<file path="src/rtl/pipe_rr_scheduler_pkg.sv">
`default_nettype none
`ifndef PIPE_RR_SCHEDULER_PKG_SV
`define PIPE_RR_SCHEDULER_PKG_SV
// ============================================================================
// Module   : pipe_rr_scheduler_pkg
// Purpose  : Shared sizing helpers for the round-robin pipeline scheduler
// Revision : 1.0 - initial release
// ============================================================================
package pipe_rr_scheduler_pkg;

  // Ceiling log2; clog2(1) is 0.
  function automatic int clog2(input int value);
    int result;
    int rem;
    result = 0;
    rem    = value - 1;
    while (rem > 0) begin
      result++;
      rem = rem >> 1;
    end
    return result;
  endfunction

  // Requester ID width; never below one bit.
  function automatic int id_width(input int num_req);
    return (clog2(num_req) < 1) ? 1 : clog2(num_req);
  endfunction

  // Counter width able to hold 0..max_inflight inclusive.
  function automatic int cnt_width(input int max_inflight);
    return clog2(max_inflight + 1);
  endfunction

  localparam int DEFAULT_NUM_REQ      = 4;
  localparam int DEFAULT_DATA_WIDTH   = 16;
  localparam int DEFAULT_LATENCY      = 2;
  localparam int DEFAULT_MAX_INFLIGHT = 4;

endpackage
`endif
`default_nettype wire

</file>
<file path="src/rtl/pipe_rr_scheduler_if.sv">
`default_nettype none
// ============================================================================
// Module   : pipe_rr_scheduler_if
// Purpose  : Requester, datapath and response signals of the scheduler
// Revision : 1.0 - initial release
// ============================================================================
interface pipe_rr_scheduler_if #(
  parameter int NUM_REQ    = 4,
  parameter int DATA_WIDTH = 16
) ();

  logic [NUM_REQ-1:0]            req_valid;
  logic [NUM_REQ*DATA_WIDTH-1:0] req_data;
  logic [NUM_REQ-1:0]            req_ready;
  logic                          flush;
  logic                          pipe_in_valid;
  logic [DATA_WIDTH-1:0]         pipe_in_data;
  logic [DATA_WIDTH-1:0]         pipe_out_data;
  logic [NUM_REQ-1:0]            rsp_valid;
  logic [DATA_WIDTH-1:0]         rsp_data;
  logic                          busy;

  // Environment side: requesters, flush source and the shared datapath
  modport master (
    output req_valid, req_data, flush, pipe_out_data,
    input  req_ready, pipe_in_valid, pipe_in_data, rsp_valid, rsp_data, busy
  );

  // Scheduler side
  modport slave (
    input  req_valid, req_data, flush, pipe_out_data,
    output req_ready, pipe_in_valid, pipe_in_data, rsp_valid, rsp_data, busy
  );

endinterface
`default_nettype wire

</file>
<file path="src/rtl/pipe_rr_scheduler_tag_delay_line.sv">
`default_nettype none
// ============================================================================
// Module   : tag_delay_line
// Purpose  : Valid+tag shift register that tracks work inside the datapath
// Revision : 1.0 - initial release
// ============================================================================
module tag_delay_line #(
  parameter int NUM_STAGES = 2,
  parameter int TAG_WIDTH  = 2
) (
  input  logic                 clk,
  input  logic                 reset_n,
  input  logic                 clear,
  input  logic                 in_valid,
  input  logic [TAG_WIDTH-1:0] in_tag,
  output logic                 out_valid,
  output logic [TAG_WIDTH-1:0] out_tag,
  output logic                 any_valid
);

  logic [NUM_STAGES-1:0] valid_q;
  logic [TAG_WIDTH-1:0]  tag_q [NUM_STAGES];

  // Valid bits shift each cycle; flush drops them all at once
  always_ff @(posedge clk) begin
    if (!reset_n || clear) begin
      valid_q <= '0;
    end else begin
      valid_q[0] <= in_valid;
      for (int s = 1; s < NUM_STAGES; s++) begin
        valid_q[s] <= valid_q[s-1];
      end
    end
  end

  // Tags follow the valids; only reset clears them since a stale tag is harmless
  always_ff @(posedge clk) begin
    if (!reset_n) begin
      for (int s = 0; s < NUM_STAGES; s++) begin
        tag_q[s] <= '0;
      end
    end else begin
      tag_q[0] <= in_tag;
      for (int s = 1; s < NUM_STAGES; s++) begin
        tag_q[s] <= tag_q[s-1];
      end
    end
  end

  assign out_valid = valid_q[NUM_STAGES-1];
  assign out_tag   = tag_q[NUM_STAGES-1];
  assign any_valid = |valid_q;

endmodule
`default_nettype wire

</file>
<file path="src/rtl/pipe_rr_scheduler.sv">
`default_nettype none
// ============================================================================
// Module   : pipe_rr_scheduler
// Purpose  : Round-robin sharing of one fixed-latency datapath among
//            NUM_REQ requesters with per-requester in-flight limits
// Revision : 1.0 - initial release
// ============================================================================
module pipe_rr_scheduler #(
  parameter int NUM_REQ      = 4,
  parameter int DATA_WIDTH   = 16,
  parameter int LATENCY      = 2,
  parameter int MAX_INFLIGHT = 4
) (
  input  logic               clk,
  input  logic               reset_n,
  pipe_rr_scheduler_if.slave bus
);
  import pipe_rr_scheduler_pkg::*;

  localparam int ID_WIDTH  = id_width(NUM_REQ);
  localparam int CNT_WIDTH = cnt_width(MAX_INFLIGHT);

  logic [ID_WIDTH-1:0]   ptr;
  logic [CNT_WIDTH-1:0]  cnt [NUM_REQ];
  logic [NUM_REQ-1:0]    eligible;
  logic [NUM_REQ-1:0]    grant;
  logic [NUM_REQ-1:0]    rsp_vec;
  logic                  hs;
  logic [ID_WIDTH-1:0]   gid;
  logic [DATA_WIDTH-1:0] win_data;

  logic                  issue_valid;
  logic [DATA_WIDTH-1:0] issue_data;
  logic [ID_WIDTH-1:0]   issue_id;

  logic                  tag_last_valid;
  logic [ID_WIDTH-1:0]   tag_last_id;
  logic                  tag_any_valid;

  // Response decode; suppressed while flushing or in reset
  always_comb begin
    rsp_vec = '0;
    for (int i = 0; i < NUM_REQ; i++) begin
      if (tag_last_valid && reset_n && !bus.flush && (tag_last_id == ID_WIDTH'(i))) begin
        rsp_vec[i] = 1'b1;
      end
    end
  end

  // A returning response frees its slot in the same cycle
  for (genvar i = 0; i < NUM_REQ; i++) begin : g_elig
    assign eligible[i] = bus.req_valid[i] &&
                         ((cnt[i] - CNT_WIDTH'(rsp_vec[i])) < CNT_WIDTH'(MAX_INFLIGHT));
  end

  // Round-robin search starting at ptr, wrapping around
  always_comb begin
    int idx;
    idx   = 0;
    grant = '0;
    gid   = '0;
    hs    = 1'b0;
    for (int off = 0; off < NUM_REQ; off++) begin
      idx = int'(ptr) + off;
      if (idx >= NUM_REQ) idx = idx - NUM_REQ;
      if (!hs && eligible[idx]) begin
        grant[idx] = 1'b1;
        gid        = ID_WIDTH'(idx);
        hs         = 1'b1;
      end
    end
    if (!reset_n || bus.flush) begin
      grant = '0;
      hs    = 1'b0;
    end
  end

  assign win_data = bus.req_data[gid*DATA_WIDTH +: DATA_WIDTH];

  // Pointer moves just past the winner; holds otherwise, including on flush
  always_ff @(posedge clk) begin
    if (!reset_n) begin
      ptr <= '0;
    end else if (hs) begin
      ptr <= (gid == ID_WIDTH'(NUM_REQ - 1)) ? '0 : gid + 1'b1;
    end
  end

  // Issue stage feeding the datapath; payload holds when idle
  always_ff @(posedge clk) begin
    if (!reset_n) begin
      issue_valid <= 1'b0;
      issue_data  <= '0;
      issue_id    <= '0;
    end else if (hs) begin
      issue_valid <= 1'b1;
      issue_data  <= win_data;
      issue_id    <= gid;
    end else begin
      issue_valid <= 1'b0;
    end
  end

  // Outstanding-work counters; grant and response together cancel out
  always_ff @(posedge clk) begin
    for (int i = 0; i < NUM_REQ; i++) begin
      if (!reset_n || bus.flush) begin
        cnt[i] <= '0;
      end else if (grant[i] && !rsp_vec[i]) begin
        cnt[i] <= cnt[i] + 1'b1;
      end else if (!grant[i] && rsp_vec[i]) begin
        cnt[i] <= cnt[i] - 1'b1;
      end
    end
  end

`ifndef SYNTHESIS
  // A response for a requester with nothing outstanding means the tags are corrupt
  always @(posedge clk) begin
    for (int i = 0; i < NUM_REQ; i++) begin
      if (rsp_vec[i] && !grant[i]) begin
        assert (cnt[i] != '0) else $error("in-flight counter underflow on requester %0d", i);
      end
    end
  end
`endif

  tag_delay_line #(
    .NUM_STAGES (LATENCY),
    .TAG_WIDTH  (ID_WIDTH)
  ) u_tag_line (
    .clk       (clk),
    .reset_n   (reset_n),
    .clear     (bus.flush),
    .in_valid  (issue_valid),
    .in_tag    (issue_id),
    .out_valid (tag_last_valid),
    .out_tag   (tag_last_id),
    .any_valid (tag_any_valid)
  );

  assign bus.req_ready     = grant;
  assign bus.pipe_in_valid = issue_valid;
  assign bus.pipe_in_data  = issue_data;
  assign bus.rsp_valid     = rsp_vec;
  assign bus.rsp_data      = bus.pipe_out_data;
  assign bus.busy          = issue_valid | tag_any_valid;

endmodule
`default_nettype wire

</file>
<file path="src/flat_wrapper.sv">
// flat-port wrapper written by rule: the top's interface ports become plain ports
module pipe_rr_scheduler_flat import pipe_rr_scheduler_pkg::*;
#(
  parameter int NUM_REQ      = 4,
  parameter int DATA_WIDTH   = 16,
  parameter int LATENCY      = 2,
  parameter int MAX_INFLIGHT = 4
)
  (clk, reset_n, bus_req_valid, bus_req_data, bus_flush, bus_pipe_out_data, bus_req_ready, bus_pipe_in_valid, bus_pipe_in_data, bus_rsp_valid, bus_rsp_data, bus_busy);
  pipe_rr_scheduler_if #(.NUM_REQ(NUM_REQ), .DATA_WIDTH(DATA_WIDTH)) bus_i ();
  input  logic clk;
  input  logic reset_n;
  input wire logic [$bits(bus_i.req_valid)-1:0] bus_req_valid;
  input wire logic [$bits(bus_i.req_data)-1:0] bus_req_data;
  input wire logic [$bits(bus_i.flush)-1:0] bus_flush;
  input wire logic [$bits(bus_i.pipe_out_data)-1:0] bus_pipe_out_data;
  output wire logic [$bits(bus_i.req_ready)-1:0] bus_req_ready;
  output wire logic [$bits(bus_i.pipe_in_valid)-1:0] bus_pipe_in_valid;
  output wire logic [$bits(bus_i.pipe_in_data)-1:0] bus_pipe_in_data;
  output wire logic [$bits(bus_i.rsp_valid)-1:0] bus_rsp_valid;
  output wire logic [$bits(bus_i.rsp_data)-1:0] bus_rsp_data;
  output wire logic [$bits(bus_i.busy)-1:0] bus_busy;
  assign bus_i.req_valid = bus_req_valid;
  assign bus_i.req_data = bus_req_data;
  assign bus_i.flush = bus_flush;
  assign bus_i.pipe_out_data = bus_pipe_out_data;
  assign bus_req_ready = bus_i.req_ready;
  assign bus_pipe_in_valid = bus_i.pipe_in_valid;
  assign bus_pipe_in_data = bus_i.pipe_in_data;
  assign bus_rsp_valid = bus_i.rsp_valid;
  assign bus_rsp_data = bus_i.rsp_data;
  assign bus_busy = bus_i.busy;
  pipe_rr_scheduler #(.NUM_REQ(NUM_REQ), .DATA_WIDTH(DATA_WIDTH), .LATENCY(LATENCY), .MAX_INFLIGHT(MAX_INFLIGHT)) u_core (.clk(clk), .reset_n(reset_n), .bus(bus_i));
endmodule
</file>
<file path="config.mk">
export PLATFORM = sky130hd
export DESIGN_NAME = pipe_rr_scheduler_flat
export DESIGN_NICKNAME = d
export VERILOG_FILES = /design/src/rtl/pipe_rr_scheduler_pkg.sv /design/src/rtl/pipe_rr_scheduler_if.sv /design/src/rtl/pipe_rr_scheduler_tag_delay_line.sv /design/src/rtl/pipe_rr_scheduler.sv /design/src/flat_wrapper.sv
export SDC_FILE = /design/constraint.sdc
export NUM_CORES = 1
export LEC_CHECK = 0
export BUFFER_PORTS_ARGS = -buffer_cell sky130_fd_sc_hd__buf_2
export CORE_ASPECT_RATIO = 0.8
export CORE_MARGIN = 5
export CORE_UTILIZATION = 45
export CTS_CLUSTER_SIZE = 40
export DETAILED_ROUTE_END_ITERATION = 16
export PLACE_DENSITY = 0.83
export SYNTH_ARGS = -nofsm -noshare
export SYNTH_HDL_FRONTEND = slang
export SYNTH_SLANG_ARGS = --single-unit
</file>
<file path="constraint.sdc">
create_clock -name clk -period 10.37 [get_ports clk]
set_input_delay 2.074 -clock clk [delete_from_list [all_inputs] [get_ports clk]]
set_output_delay 2.074 -clock clk [all_outputs]
set_load 0.05 [all_outputs]
</file>
==> metrics.md <==
| Metric | Value |
|---|---|
| CP startpoint kind | `input port` |
| Final worst path period share | `70.3%` |
| Final hold violation count | `0` |
| Initial antenna violation count | `0` |
| Final Hold Slack | `0.436 ns` |
| CP Cell Sequence | `buf_2 > nand4b_2 > o41ai_2 > nand2_1 > mux4_2 > a31oi_1 > o21ai_0 > inv_1 > buf_2` |
| Unrepaired setup endpoints after global routing | `false` |
| R2R depth | `12` |
| Mean Syn Cell Area | `8.75 µm²` |
| Top post-synthesis cells by area | `dfxtp_1, edfxtp_1, ha_1, a221o_1, a211oi_1` |
| Ys async rst share | `0%` |
| Post-Route WL | `10000 µm` |
| CTS tree | `done` |
| Clock root cell | `clkbuf_8` |
| Warnings, synthesis | `0` |
| Congestion Overflow GR | `0` |
| Status | `completed` |
| Slew margin rel. | `37.8%` |
| MaxCap Viol Count | `0` |
| M2 GR Usage | `35.5%` |
| # hold bufs at CTS | `0` |
| Die area | `9420 µm²` |
| Drc violations | `0` |
| Die H | `87.8 µm` |
| Crit end category | `primary output` |
| Period minus WS final | `7.29 ns` |
| Final Core Density | `53.0%` |
| Worst vdd ir | `0.161 mV` |
| Half-perimeter wire length after placement | `7510 µm` |
| Post-synthesis sequential area ratio | `26.5%` |
| Clock skew | `0.00783 ns` |
| Port Buffers | `96` |
| Critical Path RT | `8.30 ns` |
| Num ports | `129` |
| GPL Wtd Cong | `0.971` |
| CTS max path bufs | `2` |
| Slowest stage delay, CP | `0.63 ns` |
| # fillers | `698` |
| Area growth, synth to finish | `15.2%` |
| All-layer global routing usage | `20.3%` |
| Setup-failing EPs final | `0` |
| Worst reg2reg path endpoint | `u_core.cnt[2][2]` |
| Synth area leader | `dfxtp_1` |
| Netlist Area Pre-Place | `3400 µm²` |
| Layout cells sized above 1 | `29.4%` |
| Post-synth cell types | `73` |
| Count leader, synth | `o21ai_0` |
| Met1 Usage GRT | `26.3%` |
| First-pass GRT wire length | `15600 µm` |
| Initial Util | `46.1%` |
| Syn Inst Count | `389` |
| PostCTS Resize Cnt | `0` |
| Post-Layout Inst Area | `3920 µm²` |
| Pwr/cell area | `266 nW/µm²` |
| Ant. Diodes | `0` |
| Critical path arrival | `5.22 ns` |
| Drt pass-1 iters | `5` |
| Slowest CP cell | `mux4_2` |
| CTS Sinks | `39` |
| Fmax | `137 MHz` |
| Most Used Layer, Global Route | `met2` |
| Syn_nets | `492` |
| Launching point of the worst reg2reg path | `u_core.ptr[0]` |
| Vias in the first global route | `3217` |
| Final ANT Viol Nets | `0` |
| Fin Setup TNS | `0 ns` |
| Post-CTS setup buffer count | `0` |
| Die Width | `107 µm` |
| Routed length per instance | `17.8 µm` |
| Hold EP | `u_core.u_tag_line.tag_q[0][2]` |
| Most frequent CP cell | `buf_2` |
| Met3 Usage GRT | `3.24%` |
| Pin count of the biggest net entering global routing | `24` |
| Crit-path max FO | `10` |
| # H-tree levels | `2` |
| Vias per inst | `6.26` |
| Tightest Pin Transition | `0.932 ns` |
| Initial DRC count | `365` |
| Leak | `1.67 nW` |
| Clock-pin transition on the worst setup and hold timing paths | `0.08 ns` |
| R2R setup slack | `5.91 ns` |
| Hold path start | `u_core.u_tag_line.tag_q[0][0]` |
| Num rows | `28` |
| Synthesized flop and latch total | `39` |
| Kind of critical path | `in2out` |
| WHS Path Cells | `1` |
| Core ar. | `7390 µm²` |
| Worst hold path type | `reg2reg` |
| Synth top area share | `15.9%` |
| Fin. max-slew vios | `0` |
| Most used DFF post-synth | `dfxtp_1` |
| Post-synth EDFFs | `12` |
| Total number of vias | `3512` |
| Commonest cells in the netlist | `o21ai_0, dfxtp_1, nand3_1` |
| Skew-Pair Late Insertion Delay | `0.30 ns` |
| Nets@finish | `558` |
| Post-DP Area | `3810 µm²` |
| CTS Buf Count | `5` |
[placed cells by master, fill, tap and decap left out, types with 5 or more instances in the layout]
| cell | n |
|---|---|
| a211oi_1 | 19 |
| a21oi_1 | 10 |
| a221o_1 | 16 |
| and2_1 | 11 |
| buf_2 | 96 |
| clkbuf_8 | 5 |
| dfxtp_1 | 27 |
| edfxtp_1 | 12 |
| ha_1 | 15 |
| inv_1 | 18 |
| mux2_1 | 7 |
| mux2_2 | 9 |
| nand2_1 | 21 |
| nand3_1 | 26 |
| nor2_1 | 17 |
| nor2b_1 | 5 |
| nor3_1 | 7 |
| o21ai_0 | 28 |
| o22ai_1 | 10 |
| or4_1 | 5 |
[worst max-delay path by stage]
stage	from	end	slack, ns	cells after the start
finish	bus_flush	bus_req_ready[3]	3.08	9
global route	reset_n	bus_req_ready[3]	2.97	9
global placement	bus_flush	bus_req_ready[3]	3.35	9
CTS	reset_n	bus_req_ready[3]	3.21	9
detailed placement	bus_flush	bus_req_ready[3]	3.25	9
floorplan	bus_flush	bus_req_ready[1]	3.65	7
[state kept, by name, summed over array words and instances, names as in the netlist]
name,cells
u_core.u_tag_line.tag_q,4
u_core.ptr,2
u_core.cnt,12
u_core.bus.pipe_in_valid,1
u_core.issue_id,2
u_core.bus.pipe_in_data,16
u_core.u_tag_line.valid_q,2
[layout make-up]
class / count / area [µm²] / area share [%]
tap: 105 / 131 / 3.35
timing repair buffer: 98 / 495 / 12.6
sequential: 39 / 901 / 23.0
multi-input combinational: 292 / 2210 / 56.3
inverter: 19 / 71.3 / 1.82
clock buffer: 5 / 68.8 / 1.75
clock inverter: 3 / 43.8 / 1.12
[worst max-delay path, delay by kind of cell]
| kind | cells | cell delay (ns) |
|---|---|---|
| compound gates | 3 | 1.34 |
| mux | 1 | 0.63 |
| buf+inv | 3 | 0.50 |
| simple gates | 2 | 0.68 |
[layer usage]
layer | part of all wire [%] | vias up
li1 | - | 1634
met1 | 42 | 1675
met2 | 49 | 182
met3 | 7.5 | 21
met4 | 1.4 | 0
met5 | 0 | -
[cell families after synthesis]
kind of cell | count (synthesis) | share of synthesized area (%)
AOI/OAI and AO/OA | 135 | 30.1
xor gates and xnor gates | 1 | 0.257
adders and majority gates | 16 | 6.10
buffers and inverters | 58 | 8.78
DFF | 39 | 26.5
muxes | 23 | 8.82
and+or+nand+nor | 117 | 19.5
[through the flow]
stage	instances	worst slack [ns]	power, W
floorplan	389	3.65	0.000779
global placement	553	3.35	0.000888
detailed placement	553	3.25	0.000905
CTS	561	3.21	0.00104
global route	561	2.97	0.00110
finish	561	3.08	0.00104
[power by group]
part | internal, W | switching [W] | total (W)
clock | 0.0000717 | 0.0000605 | 0.000132
combinational | 0.000225 | 0.000423 | 0.000648
sequential | 0.000212 | 0.0000516 | 0.000264
(Power assumes the default switching activity.)
